<file path="config.mk">
export PLATFORM = sky130hd
export DESIGN_NAME = ipv4_vlg_tx_arb
export DESIGN_NICKNAME = d
export VERILOG_FILES = /design/src/rtl/ipv4_vlg_pkg.sv /design/src/rtl/eth_vlg_rr_pick.sv /design/src/rtl/ipv4_vlg_tx_arb.sv
export SDC_FILE = /design/constraint.sdc
export NUM_CORES = 1
export LEC_CHECK = 0
export ABC_AREA = 1
export BUFFER_PORTS_ARGS = -buffer_cell sky130_fd_sc_hd__buf_2
export CAP_MARGIN = 10
export CORE_ASPECT_RATIO = 0.7
export CORE_MARGIN = 1
export CORE_UTILIZATION = 25
export DETAILED_ROUTE_END_ITERATION = 8
export PLACE_DENSITY_LB_ADDON = 0.25
export REMOVE_ABC_BUFFERS = 1
export SLEW_MARGIN = 10
export SYNTH_ARGS = -nofsm -noshare
export SYNTH_HDL_FRONTEND = slang
export SYNTH_SLANG_ARGS = --single-unit
export TNS_END_PERCENT = 50
</file>
<file path="constraint.sdc">
create_clock -name clk -period 2.6 [get_ports clk]
set_input_delay 0.52 -clock clk [delete_from_list [all_inputs] [get_ports clk]]
set_output_delay 0.52 -clock clk [all_outputs]
set_load 0.02 [all_outputs]
</file>
<file path="src/rtl/ipv4_vlg_pkg.sv">
`default_nettype none
// ============================================================================
//  Module      : ipv4_vlg_pkg
//  Description : Shared types for the IPv4 transmit path: stream beat,
//                packet metadata and the TX arbiter state encoding.
//  Revision    : 1.0 - initial release
// ============================================================================
package ipv4_vlg_pkg;

    // Width of the saturating watchdog counter used by the TX arbiter
    localparam int CNT_W = 16;

    // One stream beat: data byte plus framing flags
    typedef struct packed {
        logic [7:0] dat;
        logic       val;
        logic       sof;
        logic       eof;
    } ipv4_strm_t;

    // Per-packet metadata handed to the transmit engine with the stream
    typedef struct packed {
        logic [31:0] dst_ip;
        logic [15:0] len;
        logic [7:0]  proto;
    } ipv4_meta_t;

    // Arbiter states; kept here so assertion modules can bind against them
    typedef enum logic [1:0] {
        IDLE  = 2'd0,
        GRANT = 2'd1,
        XFER  = 2'd2
    } ipv4_arb_state_t;

endpackage
`default_nettype wire

</file>
<file path="src/rtl/eth_vlg_rr_pick.sv">
`default_nettype none
// ============================================================================
//  Module      : eth_vlg_rr_pick
//  Description : Combinational round-robin picker. Returns the first set
//                request at or above ptr, wrapping past N-1 back to 0.
//  Revision    : 1.0 - initial release
// ============================================================================
module eth_vlg_rr_pick #(
    parameter int N = 3,
    parameter int W = $clog2(N)
) (
    input  logic [N-1:0] req,
    input  logic [W-1:0] ptr,
    output logic [W-1:0] idx,
    output logic         found
);

    logic [W-1:0] cand;

    // Scan from the farthest offset down to ptr so the closest request wins
    always_comb begin
        idx   = '0;
        found = 1'b0;
        cand  = '0;
        for (int k = N - 1; k >= 0; k--) begin
            cand = W'((int'(ptr) + k) % N);
            if (req[cand]) begin
                idx   = cand;
                found = 1'b1;
            end
        end
    end

endmodule
`default_nettype wire

</file>
<file path="src/rtl/ipv4_vlg_tx_arb.sv">
`default_nettype none
// ============================================================================
//  Module      : ipv4_vlg_tx_arb
//  Description : Round-robin arbiter sharing one IPv4 transmit engine among
//                N sources. Muxes the granted source's stream/metadata to the
//                engine and routes the engine handshake back to it only.
//                Grant is released on done, on requester withdrawal, or on a
//                watchdog timeout (tmo pulse).
//  Revision    : 1.0 - initial release
// ============================================================================
module ipv4_vlg_tx_arb
    import ipv4_vlg_pkg::*;
#(
    parameter int N            = 3,
    parameter int W            = $clog2(N),
    parameter int ACC_TIMEOUT  = 1024,
    parameter int DONE_TIMEOUT = 65535
) (
    input  logic                 clk,
    input  logic                 rst,
    // requester side
    input  ipv4_strm_t [N-1:0]   ipv4_in_strm,
    input  ipv4_meta_t [N-1:0]   ipv4_in_meta,
    input  logic       [N-1:0]   ipv4_in_rdy,
    output logic       [N-1:0]   ipv4_in_req,
    output logic       [N-1:0]   ipv4_in_acc,
    output logic       [N-1:0]   ipv4_in_done,
    // engine side
    output ipv4_strm_t           ipv4_out_strm,
    output ipv4_meta_t           ipv4_out_meta,
    output logic                 ipv4_out_rdy,
    input  logic                 ipv4_out_req,
    input  logic                 ipv4_out_acc,
    input  logic                 ipv4_out_done,
    // status
    output logic       [W-1:0]   grant,
    output logic                 busy,
    output logic                 tmo
);

    // Counter value seen on the last cycle before a timeout release
    localparam logic [CNT_W-1:0] ACC_LIM  = CNT_W'(ACC_TIMEOUT - 1);
    localparam logic [CNT_W-1:0] DONE_LIM = CNT_W'(DONE_TIMEOUT - 1);

    ipv4_arb_state_t  state_q, state_d;
    logic [W-1:0]     grant_q, grant_d;
    logic [W-1:0]     ptr_q,   ptr_d;
    logic [CNT_W-1:0] cnt_q,   cnt_d;
    logic             busy_q,  busy_d;
    logic             tmo_q,   tmo_d;

    logic [W-1:0]     pick_idx;
    logic             pick_found;
    logic [W-1:0]     grant_nxt;

    ipv4_strm_t       strm_arr [N];
    ipv4_meta_t       meta_arr [N];
    logic             rdy_arr  [N];

    // Per-source views so the mux below is a plain index by grant
    for (genvar gi = 0; gi < N; gi++) begin : g_unpack
        assign strm_arr[gi] = ipv4_in_strm[gi];
        assign meta_arr[gi] = ipv4_in_meta[gi];
        assign rdy_arr[gi]  = ipv4_in_rdy[gi];
    end

    eth_vlg_rr_pick #(
        .N (N),
        .W (W)
    ) u_pick (
        .req   (ipv4_in_rdy),
        .ptr   (ptr_q),
        .idx   (pick_idx),
        .found (pick_found)
    );

    // After a release the search starts just past the previous owner
    assign grant_nxt = (grant_q == W'(N - 1)) ? '0 : grant_q + W'(1);

    // Next-state, grant, pointer and watchdog computation
    always_comb begin
        state_d = state_q;
        grant_d = grant_q;
        ptr_d   = ptr_q;
        tmo_d   = 1'b0;
        case (state_q)
            IDLE: begin
                if (pick_found) begin
                    grant_d = pick_idx;
                    state_d = GRANT;
                end
            end
            GRANT: begin
                // acc outranks a same-cycle withdrawal or timeout
                if (ipv4_out_acc) begin
                    state_d = XFER;
                end else if (!rdy_arr[grant_q]) begin
                    state_d = IDLE;
                    ptr_d   = grant_nxt;
                end else if (cnt_q >= ACC_LIM) begin
                    state_d = IDLE;
                    ptr_d   = grant_nxt;
                    tmo_d   = 1'b1;
                end
            end
            XFER: begin
                // done outranks a same-cycle timeout, so no tmo then
                if (ipv4_out_done) begin
                    state_d = IDLE;
                    ptr_d   = grant_nxt;
                end else if (cnt_q >= DONE_LIM) begin
                    state_d = IDLE;
                    ptr_d   = grant_nxt;
                    tmo_d   = 1'b1;
                end
            end
            default: begin
                state_d = IDLE;
            end
        endcase

        if (state_d != state_q) begin
            cnt_d = '0;
        end else if (cnt_q != '1) begin
            cnt_d = cnt_q + 1'b1;
        end else begin
            cnt_d = cnt_q;
        end

        busy_d = (state_d != IDLE);
    end

    // Arbiter state and registered status outputs
    always_ff @(posedge clk or posedge rst) begin
        if (rst) begin
            state_q <= IDLE;
            grant_q <= '0;
            ptr_q   <= '0;
            cnt_q   <= '0;
            busy_q  <= 1'b0;
            tmo_q   <= 1'b0;
        end else begin
            state_q <= state_d;
            grant_q <= grant_d;
            ptr_q   <= ptr_d;
            cnt_q   <= cnt_d;
            busy_q  <= busy_d;
            tmo_q   <= tmo_d;
        end
    end

    // Forward path: owner's stream to the engine, zeros while idle
    always_comb begin
        ipv4_out_strm = '0;
        ipv4_out_meta = '0;
        ipv4_out_rdy  = 1'b0;
        if (busy_q) begin
            ipv4_out_strm = strm_arr[grant_q];
            ipv4_out_meta = meta_arr[grant_q];
            ipv4_out_rdy  = rdy_arr[grant_q];
        end
    end

    // Return path: only the current owner sees the engine handshake
    for (genvar gr = 0; gr < N; gr++) begin : g_ret
        assign ipv4_in_req[gr]  = busy_q && (grant_q == W'(gr)) && ipv4_out_req;
        assign ipv4_in_acc[gr]  = busy_q && (grant_q == W'(gr)) && ipv4_out_acc;
        assign ipv4_in_done[gr] = busy_q && (grant_q == W'(gr)) && ipv4_out_done;
    end

    assign grant = grant_q;
    assign busy  = busy_q;
    assign tmo   = tmo_q;

endmodule
`default_nettype wire
</file>
== Word level (Yosys, flattened, before mapping) ==
Index checks and enable logic that the tools add are counted.
Word-level totals
  register bits after elaboration: 24
  input bits: 209
  output and inout port bits: 81
  word-level logic and storage cells: 94
Operators by class
  $add $sub $neg: 4
  div/mod/pow operators: 3
  magnitude comparators: 6
  eq/ne operators: 9
  muxes and demuxes: 46
  bitwise operators: 1
  reduce and logical (&&, ||, !) cells: 19
Operators by type and width (count)
  56-bit two-way mux: 3
  56-bit binary-select mux with 2-bit select: 1
  32-bit by 3-bit modulo with 32-bit output, second input constant: 2
  11-bit two-way mux: 3
  3-bit by 3-bit modulo with 32-bit output, second input constant: 1
  16-bit two-way mux: 2
  2-bit two-way mux: 15
  11-bit binary-select mux with 2-bit select: 1
  16-bit by 1-bit adder with 16-bit output, second input constant: 1
  16-bit by 10-bit >= comparator with 1-bit output, second input constant: 1
  16-bit >= comparator, second input constant: 1
  16-bit != test, second input constant: 1
  1-bit two-way mux: 14
  1-bit logical AND: 12
  2-bit by 3-bit less-than comparator with 1-bit output, second input constant: 3
  1-bit binary-select mux with 2-bit select: 4
  3-bit != test, second input constant: 2
  2-bit one-hot mux with 3 select lines: 1
  2-bit nonzero test: 3
  2-bit by 1-bit equality test with 1-bit output, second input constant: 2
  2-bit equality test, second input constant: 2
  2-bit zero test: 2
  2-bit one-hot mux with 2 select lines: 1
  4-bit AND reduction: 1
  other kinds (9): 9

== Logic depth before layout (Yosys ltp) ==
Gate-level depths: netlist of run 1.
  depth after elaboration: 11
  gate-level depth with buffers: 16
  gate-level depth less buffers: 15

== Hierarchy ==
Synthesis of run 1 repeated with hierarchy kept, for this count alone.
Unflattened totals
  cell total of the unflattened synthesis: 579
  area total of the unflattened synthesis: 3158.0 sq um
By module, submodules not included
  ipv4_vlg_tx_arb: times used 1, cells each 538, area an instance 2947.8 sq um
  eth_vlg_rr_pick: times used 1, cells each 41, area an instance 210.2 sq um

== Least setup slack after synthesis of run 1 ==
Ideal clock, no wire load.
  path type: register to output
  from: register grant_q[1] (netlist: grant[1])
  to: output port ipv4_out_meta[15] (netlist bit)
  arrival: 1808 ps
  data required time: 2080 ps
  path slack: 272 ps
  stages on the path, launching flop included: 5
  path buffers: 1
  cells stage by stage: dfrtp_1 -> nor2_1 -> clkbuf_1 -> a22oi_1 -> o21ai_0
RTL lines
  start: declaration: RTL line ipv4_vlg_tx_arb.sv:46  | logic [W-1:0] grant_q, grant_d;
  start signal: assignment: RTL line ipv4_vlg_tx_arb.sv:144  | grant_q <= grant_d;
  end: declaration: RTL line ipv4_vlg_tx_arb.sv:30  | output ipv4_meta_t ipv4_out_meta,

== Worst setup path after layout of run 1 ==
  from: register grant_q[1] (netlist: grant[1])
  to: output port ipv4_in_done[2]
Between the ends
  longest elaborated chain between the ends: 3
RTL lines
  2-bit equality test: RTL line ipv4_vlg_tx_arb.sv:168  | assign ipv4_in_done[gr] = busy_q && (grant_q == W'(gr)) && ipv4_out_done;
  1-bit logical AND (2 in series): RTL line ipv4_vlg_tx_arb.sv:168
  end: declaration: RTL line ipv4_vlg_tx_arb.sv:27  | output logic [N-1:0] ipv4_in_done,
No other way between the ends.

==> summary.txt, run 1 <==
Outcome
  – Status: finished clean

Routing
  – DR WL/cell: 14.2 um
  – DRT antenna net count: 0
  – Post-Route WL: 14200 um
  – Drt pass-1 iters: 5
  – Remaining DRCs: 0
  – DR iter-0 viols: 314
  – Vias: 4565
  – Vias per inst: 4.58

Yosys
  – Avg Inst Size Synth: 5.55 sq um
  – Synth warnings: 0
  – FF+latch count, synth: 24
  – Main synth FF type: dfrtp_1
  – Cells after Synth: 564
  – Syn Std Cell Area: 0.00313 sq mm
  – FFs w/ async S/R, synth: 1.00
  – Cell variety after synth: 33
  – Number of synthesized flops with an enable pin: 0
  – Seq/Total Area, Yosys: 0.192

Clock network
  – CTS Sinks: 24
  – Setup Fix Bufs, Post-CTS: 0
  – Cells resized by post-CTS repair: 0
  – Clock root buffer: clkbuf_16
  – CTS HTree Levels: 1
  – Latest clock arrival within the worst-skew pair: 260 ps
  – Clk buf depth: 2
  – Clock transition at path regs: 70 ps
  – CTS Hold Bufs: 0
  – TritonCTS Buffers: 3
  – CTS tree: yes

Die
  – Die area: 0.0130 sq mm
  – Ports: 290
  – Chip Width: 136 um
  – Initial Utilization: 0.262
  – CORE AREA: 0.0119 sq mm
  – Row count: 33
  – Chip height: 95.6 um

Worst setup path
  – Crit. End Element: output pin
  – CP startpoint kind: flop
  – Worst Path Arrival: 1890 ps
  – Crit path kind: flop to output pin
  – Crit path max fanout: 26
  – Critical Path RT: 2080 ps

Global routing
  – Initial antenna violation count: 0
  – Largest net degree at the start of global routing: 65
  – GR Layer Usage met3: 0.0271
  – Top Usage Layer GRT: met2
  – First-pass GRT wire length: 20300 um
  – Met1 usage: 0.263
  – Total grt overflow: 0
  – Met2 Use GR: 0.351
  – Vias in the first global route: 3914
  – Global Route Usage Sum: 0.201

Flow run
  – Max Cap Viol: 0

Pwr
  – P_sw: 2.96 mW
  – Switch share: 0.594
  – Sequential group share of total power: 0.107
  – Pwr Density: 1020 mW/mm^2
  – Pint: 2.03 mW
  – Static Leakage: 3.06 nW
  – Peak supply drop: 0.542 mV
  – Comb power frac: 0.803
  – Clk pwr share: 0.090
  – Total power: 4.99 mW

Layout
  – Layout Nets: 1058
  – Ant. Diodes: 0
  – Layout cell share with drive strength beyond 1: 0.393
  – Final Util: 0.408
  – P&R area growth vs syn: 55.5%

Hold path
  – Hold WC Path Type: primary input to async pin

STA
  – Slew HR: 0.534
  – Tcrit/Tclk final: 0.928
  – Clk_skew: 6.15 ps
  – Fmax: 415 MHz
  – Slew at the pin with the worst max-slew slack: 698 ps
  – Setup violators final: 0
  – Final slew viol count: 0
  – Min Tclk post-route: 2410 ps
  – RSZ-0062 raised after global routing: false
  – Final Hold Viols: 0

Placed design
  – Final RePlAce weighted congestion: 0.825
  – # port buffers: 289
  – Final HPWL DP: 11500 um
==> cell type report <==
cell class,instances,area (sq um)
clock buffer,3,75.1
clock inverter,1,30.0
fill,1341,7070
inverter,75,282
multi-input combinational,438,2150
sequential,24,602
tap,157,196
timing repair buffer,299,1530
==> path summary, 6_finish.rpt <==
kind                               start         endpoint  slack (ps)  cells after the start
worst max-delay path            grant[1]  ipv4_in_done[2]         190                      8
worst min-delay path                 rst        cnt_q[15]         310                      2
worst max register to register  grant[0]         cnt_q[1]         390                     14
worst min register to register  ptr_q[0]         ptr_q[0]         540                      2
max in group asynchronous            rst         cnt_q[1]        1710                      3
min in group clk                ptr_q[0]         ptr_q[0]         540                      2
==> through the flow <==
| step | worst slack (ps) | setup TNS (ps) | cells | cell area (sq um) | hold slack, ps |
|---|---|---|---|---|---|
| 2_1_floorplan | -1270 | -52790 | 537 | 3020 | 481 |
| 3_3_place_gp | 463 | 0 | 993 | 4760 | 512 |
| 3_5_place_dp | 416 | 0 | 993 | 4760 | 528 |
| 4_1_cts | 131 | 0 | 997 | 4870 | 335 |
| 5_1_grt | 48.2 | 0 | 997 | 4870 | 371 |
| 6_report | 188 | 0 | 997 | 4870 | 312 |
==> synth_stat cells (2+ instances only) <==
cell type  number  area share
a21oi_1         4      0.0064
a22oi_1        39       0.094
a31oi_1         4      0.0080
buf_1           5      0.0060
buf_2           4      0.0064
clkbuf_1       17       0.020
dfrtp_1        24        0.19
ha_1            8       0.032
inv_1          73       0.088
inv_2           2      0.0024
nand2_1       226        0.27
nand2_2         2      0.0040
nand3_1        65        0.10
nand3_2         2      0.0064
nor2_1         39       0.047
nor2_2         14       0.028
nor3_1          3      0.0048
o21ai_0        11       0.018
o22ai_1         2      0.0040
xnor2_1         4       0.011
xor2_1          4       0.011
==> layer usage <==
metal | up-vias | share of wire | wire, um
li1 | 2344 | - | -
met1 | 2009 | 0.42 | 6000
met2 | 204 | 0.50 | 7090
met3 | 8 | 0.063 | 896
met4 | 0 | 0.013 | 180
met5 | - | 0 | 0
==> flip-flops by register name (all words and copies together), names as in the netlist <==
| register | flops |
|---|---|
| tmo | 1 |
| grant | 2 |
| ptr_q | 2 |
| busy | 1 |
| state_q | 2 |
| cnt_q | 16 |
==> logic make-up (layout without fill, tap and decap cells) <==
family,Yosys count,in the layout,synth area share
xor gates and xnor gates,8,8,0.0224
and+or+nand+nor,353,353,0.474
adders and majority gates,8,8,0.0320
AOI/OAI and AO/OA,68,68,0.150
buffers and inverters,102,378,0.126
DFF,24,24,0.192
muxes,1,1,0.00320
==> cells in the final DEF, fill, tap and decap left out, drive strengths merged, types with 2 or more instances in the layout <==
| cell type | Yosys | routed |
|---|---|---|
| ha | 8 | 8 |
| xnor2 | 4 | 4 |
| nand2 | 228 | 228 |
| nand3 | 68 | 68 |
| xor2 | 4 | 4 |
| a22oi | 39 | 39 |
| inv | 75 | 75 |
| o21ai | 12 | 12 |
| o21bai | 2 | 2 |
| a31oi | 4 | 4 |
| buf | 10 | 299 |
| nor2 | 54 | 54 |
| clkbuf | 17 | 3 |
| a21oi | 5 | 5 |
| o22ai | 2 | 2 |
| dfrtp | 24 | 24 |
| nor3 | 3 | 3 |
==> power by group through the flow <==
stage	combinational, mW	clock, mW	sequential, mW
finish	4.01	0.447	0.533
global route	4.45	0.472	0.549
CTS	4.04	0.454	0.534
detailed placement	4.03	0	0.541
global placement	4.05	0	0.536
floorplan	2.51	0	0.635
==> critical path, stage by stage, from the launching register on <==
cell and delay (ps):
dfrtp_1 520, inv_1 140, nor2_4 120, inv_1 70, nor2_2 80, buf_4 280, inv_1 120, nor2_1 120
buf_2 170
No activity file was read; power rests on OpenSTA's default activity.
==> inputs of run 2 (changes only) <==
==> constraint.sdc (replaced) <==
create_clock -name clk -period 2.7 [get_ports clk]
set_input_delay 0.54 -clock clk [delete_from_list [all_inputs] [get_ports clk]]
set_output_delay 0.54 -clock clk [all_outputs]
set_load 0.02 [all_outputs]
==> run 2 against run 1 <==
  * Cell count increased by 0.20%
  * Sequential cell count is the same
  * Setup slack better by 95 ps
  * Routed wire length decreased by 1.5%
  * Non-clock buffer count increased by 2
  * Total power shrank 3.5%
  * Global-route usage decreased by 0.33 points
  * Combinational power shrank 3%
  * Utilization increased by 0.13 points
  * Clock power fell by 4%
  * Sequential power fell by 3.9%
  * Largest cell class unchanged
==> summary.txt, run 2 (same netlist as run 1, synthesis figures left out) <==
Global routing
  – First-pass GRT wire length: 20000 um
  – Vias in the first global route: 4000
  – Largest net degree at the start of global routing: 65
  – Total grt overflow: 0
  – Initial antenna violation count: 0
  – Global Route Usage Sum: 0.197

Worst setup path
  – Crit path kind: flop to output pin
  – Kind of cell adding the most delay to the critical path: buffers and inverters
  – Worst Path Arrival: 1880 ps
  – Crit. End Element: output pin
  – CP startpoint kind: flop
  – CP max stage delay: 500 ps
  – Critical path launch point: grant[0]
  – Crit path max fanout: 58
  – Bufs and invs on worst path: 3
  – Worst r2r src: ptr_q[0]
  – Slowest cell on crit path: dfrtp_1
  – Critical Path RT: 2160 ps
  – Critical-path cell list: inv_2, nor2_4, buf_12, nand2_1, a31oi_1, buf_2

STA
  – Setup violators final: 0
  – Fmax: 414 MHz
  – Hold_ws: 355 ps
  – Final slew viol count: 0
  – Min Tclk post-route: 2420 ps
  – Tcrit/Tclk final: 0.895
  – Slew HR: 0.534
  – Slew at the pin with the worst max-slew slack: 700 ps
  – Sum Neg Setup Slack: 0 ps
  – Final Hold Viols: 0
  – RSZ-0062 raised after global routing: false
  – Clk_skew: 5.69 ps

Layout
  – Most flops, register: cnt_q
  – Multi-input logic area: 0.00215 sq mm
  – Commonest cells after routing, fill and taps aside: buf_2, nand2_1, inv_1
  – Layout cell share with drive strength beyond 1: 0.394
  – Layout Nets: 1060
  – Filler instances: 1332
  – P&R area growth vs syn: 56.0%
  – Ant. Diodes: 0
  – Commonest non-fill, non-tap cell in the layout: buf_2
  – Final Util: 0.409
  – Sequential cell area: 602 sq um
  – Finished Layout Cells: 999
  – Max FFs per register: 16

Placed design
  – Dpl cells: 995
  – Final HPWL DP: 11600 um
  – # port buffers: 289
  – Final RePlAce weighted congestion: 0.849

Routing
  – Remaining DRCs: 0
  – Vias: 4477
  – Drt pass-1 iters: 5
  – DRT antenna net count: 0
  – Vias per inst: 4.48
  – Post-Route WL: 14000 um
  – DR iter-0 viols: 234
  – DR WL/cell: 14.0 um

Clock network
  – CTS Hold Bufs: 0
  – Latest clock arrival within the worst-skew pair: 260 ps
  – Clk buf depth: 2
  – Clock root buffer: clkbuf_16
  – Setup Fix Bufs, Post-CTS: 0
  – CTS HTree Levels: 1
  – Clock transition at path regs: 70 ps
  – Cells resized by post-CTS repair: 0
  – CTS Sinks: 24
  – TritonCTS Buffers: 3
  – CTS tree: yes

Hold path
  – Hold WC Path Type: primary input to async pin

Die
  – Initial Utilization: 0.262
  – Row count: 33
  – Ports: 290
  – Chip Width: 136 um
  – CORE AREA: 0.0119 sq mm
  – Die area: 0.0130 sq mm
  – Chip height: 95.6 um

Pwr
  – Pwr Density: 986 mW/mm^2
  – Static Leakage: 3.07 nW
  – Total power: 4.81 mW
  – Peak supply drop: 0.503 mV

Outcome
  – Status: finished clean

Flow run
  – Max Cap Viol: 0
## run 2: cell type report
type                            count  area share
Tap cell                          157      0.0402
Multi-Input combinational cell    438       0.440
Inverter                           75      0.0577
Sequential cell                    24       0.123
Clock inverter                      1     0.00615
Clock buffer                        3      0.0154
Timing Repair Buffer              301       0.317
## run 2: layer usage
metal  wire [um]  global-route usage  vias to the layer above  share of wire
met5           0                   0                        -              0
li1            -                   -                     2352              -
met4         133              0.0281                        0         0.0095
met3         842              0.0298                        8          0.060
met2        7000               0.361                      156           0.50
met1        5980               0.249                     1961           0.43
## run 2: power breakdown
group / total, mW / internal, mW / switching, mW
clock network: 0.430 / 0.295 / 0.135
logic: 3.87 / 1.24 / 2.63
registers: 0.512 / 0.434 / 0.0784
## run 2: per-stage QoR
step | setup WS, ps | cell area [sq um]
after detailed placement | 508 | 4780
after floorplan | -1190 | 3020
final | 283 | 4880
after global routing | 145 | 4880
after global placement | 552 | 4780
after CTS | 219 | 4880
## run 2: final timing paths
path                                          end  slack, ps  cells past startpoint
worst max-delay path            ipv4_out_meta[51]        280                      6
worst min-delay path                     grant[1]        350                      2
worst max register to register          cnt_q[14]        520                     13
worst min register to register           ptr_q[0]        530                      2
max in group asynchronous                cnt_q[1]       1760                      3
min in group clk                         ptr_q[0]        530                      2
==> inputs of run 3 (changes only) <==
--- a/config.mk
+++ b/config.mk
@@ -11,8 +11,10 @@
 export CORE_ASPECT_RATIO = 0.7
 export CORE_MARGIN = 1
 export CORE_UTILIZATION = 25
+export CTS_BUF_LIST = sky130_fd_sc_hd__clkbuf_8
 export DETAILED_ROUTE_END_ITERATION = 8
 export PLACE_DENSITY_LB_ADDON = 0.25
+export RECOVER_POWER = 50
 export REMOVE_ABC_BUFFERS = 1
 export SLEW_MARGIN = 10
 export SYNTH_ARGS = -nofsm -noshare
==> run 3 against run 2 <==
  * Critical path type unchanged
  * Clock skew is 3.3 ps higher
  * Fmax fell by 4.2%
  * Die area did not move
  * Cell count is the same
==> summary.txt, run 3 (same netlist as run 1, synthesis figures left out) <==
Worst setup path
  – Worst path depth: 6
  – R2r setup slk: 430 ps
  – CP startpoint kind: flop
  – Critical-path cell list: inv_1, nor2_4, buf_12, nand2_1, a31oi_1, buf_2
  – Cells on worst reg2reg path: 10
  – Bufs and invs on worst path: 3
  – Crit path max fanout: 58
  – Slowest cell on crit path: dfrtp_1
  – CP max stage delay: 500 ps
  – Worst Path Arrival: 1980 ps
  – Critical Path RT: 2160 ps
  – Crit path kind: flop to output pin
  – Crit. End Element: output pin
  – Kind of cell adding the most delay to the critical path: buffers and inverters

Placed design
  – Final RePlAce weighted congestion: 0.849
  – # port buffers: 289
  – Final HPWL DP: 11600 um
  – Dpl cells: 995

Pwr
  – Static Leakage: 3.01 nW
  – Peak supply drop: 0.502 mV
  – Pwr Density: 969 mW/mm^2

Routing
  – Remaining DRCs: 0
  – Vias: 4521
  – DRT antenna net count: 0
  – Drt pass-1 iters: 4
  – Post-Route WL: 13900 um
  – DR WL/cell: 14.0 um
  – DR iter-0 viols: 246
  – Vias per inst: 4.53

Clock network
  – Clk buf depth: 2
  – Latest clock arrival within the worst-skew pair: 270 ps
  – TritonCTS Buffers: 3
  – CTS tree: yes
  – Setup Fix Bufs, Post-CTS: 0
  – Cells resized by post-CTS repair: 0
  – Clock root buffer: clkbuf_8
  – CTS HTree Levels: 1
  – CTS Sinks: 24
  – Clock transition at path regs: 90 ps
  – CTS Hold Bufs: 0

Layout
  – Layout cell share with drive strength beyond 1: 0.371
  – Commonest non-fill, non-tap cell in the layout: buf_2
  – Commonest cells after routing, fill and taps aside: buf_2, nand2_1, inv_1
  – Finished Layout Cells: 999
  – Most flops, register: cnt_q
  – Max FFs per register: 16
  – Ant. Diodes: 0
  – Layout Nets: 1060
  – P&R area growth vs syn: 53.7%

Die
  – Chip Width: 136 um
  – Row count: 33
  – Initial Utilization: 0.262
  – Die area: 0.0130 sq mm
  – Ports: 290
  – CORE AREA: 0.0119 sq mm
  – Chip height: 95.6 um

Outcome
  – Status: finished clean

STA
  – Min Tclk post-route: 2520 ps
  – Final Hold Viols: 0
  – Tcrit/Tclk final: 0.934
  – Slew HR: 0.486
  – Setup violators final: 0
  – Fmax: 396 MHz
  – Clk_skew: 9.00 ps
  – Slew at the pin with the worst max-slew slack: 771 ps
  – Hold_ws: 342 ps
  – RSZ-0062 raised after global routing: false
  – Final slew viol count: 0

Hold path
  – Hold WC Path Type: primary input to async pin

Global routing
  – Total grt overflow: 0
  – Vias in the first global route: 3983
  – Global Route Usage Sum: 0.195
  – Initial antenna violation count: 0
  – Largest net degree at the start of global routing: 65
  – First-pass GRT wire length: 19700 um

Flow run
  – Max Cap Viol: 0
==> run 3: cell count changes in the layout (fill, tap and decap cells not counted), moves of 3 or more <==
cell,before,now
buf_4,11,8
buf_2,289,278
nor2_2,14,8
clkbuf_8,0,3
nor2_1,37,43
clkbuf_1,0,12
clkbuf_16,3,0
==> run 3: through the flow <==
step / total power [mW] / cell area [sq um] / worst slack (ps) / TNS, ps / util
CTS: 4.76 / 4850 / 198 / 0 / 0.406
finish: 4.66 / 4810 / 178 / 0 / 0.403
global placement: 4.43 / 4780 / 552 / 0 / 0.400
floorplan: 3.03 / 3020 / -1190 / -46950 / -
global route: 5.11 / 4810 / 71.7 / 0 / 0.403
detailed placement: 4.43 / 4780 / 508 / 0 / 0.400
==> run 3: final cells by class <==
type	instances	area (sq um)
sequential	24	602
tap	157	196
clock inverter	1	30.0
inverter	75	282
fill	1347	7120
clock buffer	3	41.3
multi-input combinational	438	2130
timing repair buffer	301	1530
==> run 3: final timing paths <==
path	start	endpoint
setup / recovery	grant[0]	ipv4_out_meta[51]
hold / removal	rst	grant[1]
setup reg to reg	ptr_q[0]	cnt_q[1]
hold reg to reg	ptr_q[0]	ptr_q[0]
max in group asynchronous	rst	cnt_q[1]
min in group clk	ptr_q[0]	ptr_q[0]
==> run 3: per-layer routing <==
layer,part of all wire,up-vias,GRT usage
met1,0.43,1988,0.247
met4,0.0087,0,0.0253
met2,0.50,177,0.355
li1,-,2350,-
met5,0,-,0
met3,0.065,6,0.0314
==> run 3: report_power, final <==
group | internal (mW) | leakage, nW | switching [mW] | total [mW]
clock network | 0.198 | 0.0357 | 0.123 | 0.321
registers | 0.433 | 0.321 | 0.0782 | 0.511
logic | 1.22 | 2.65 | 2.61 | 3.83
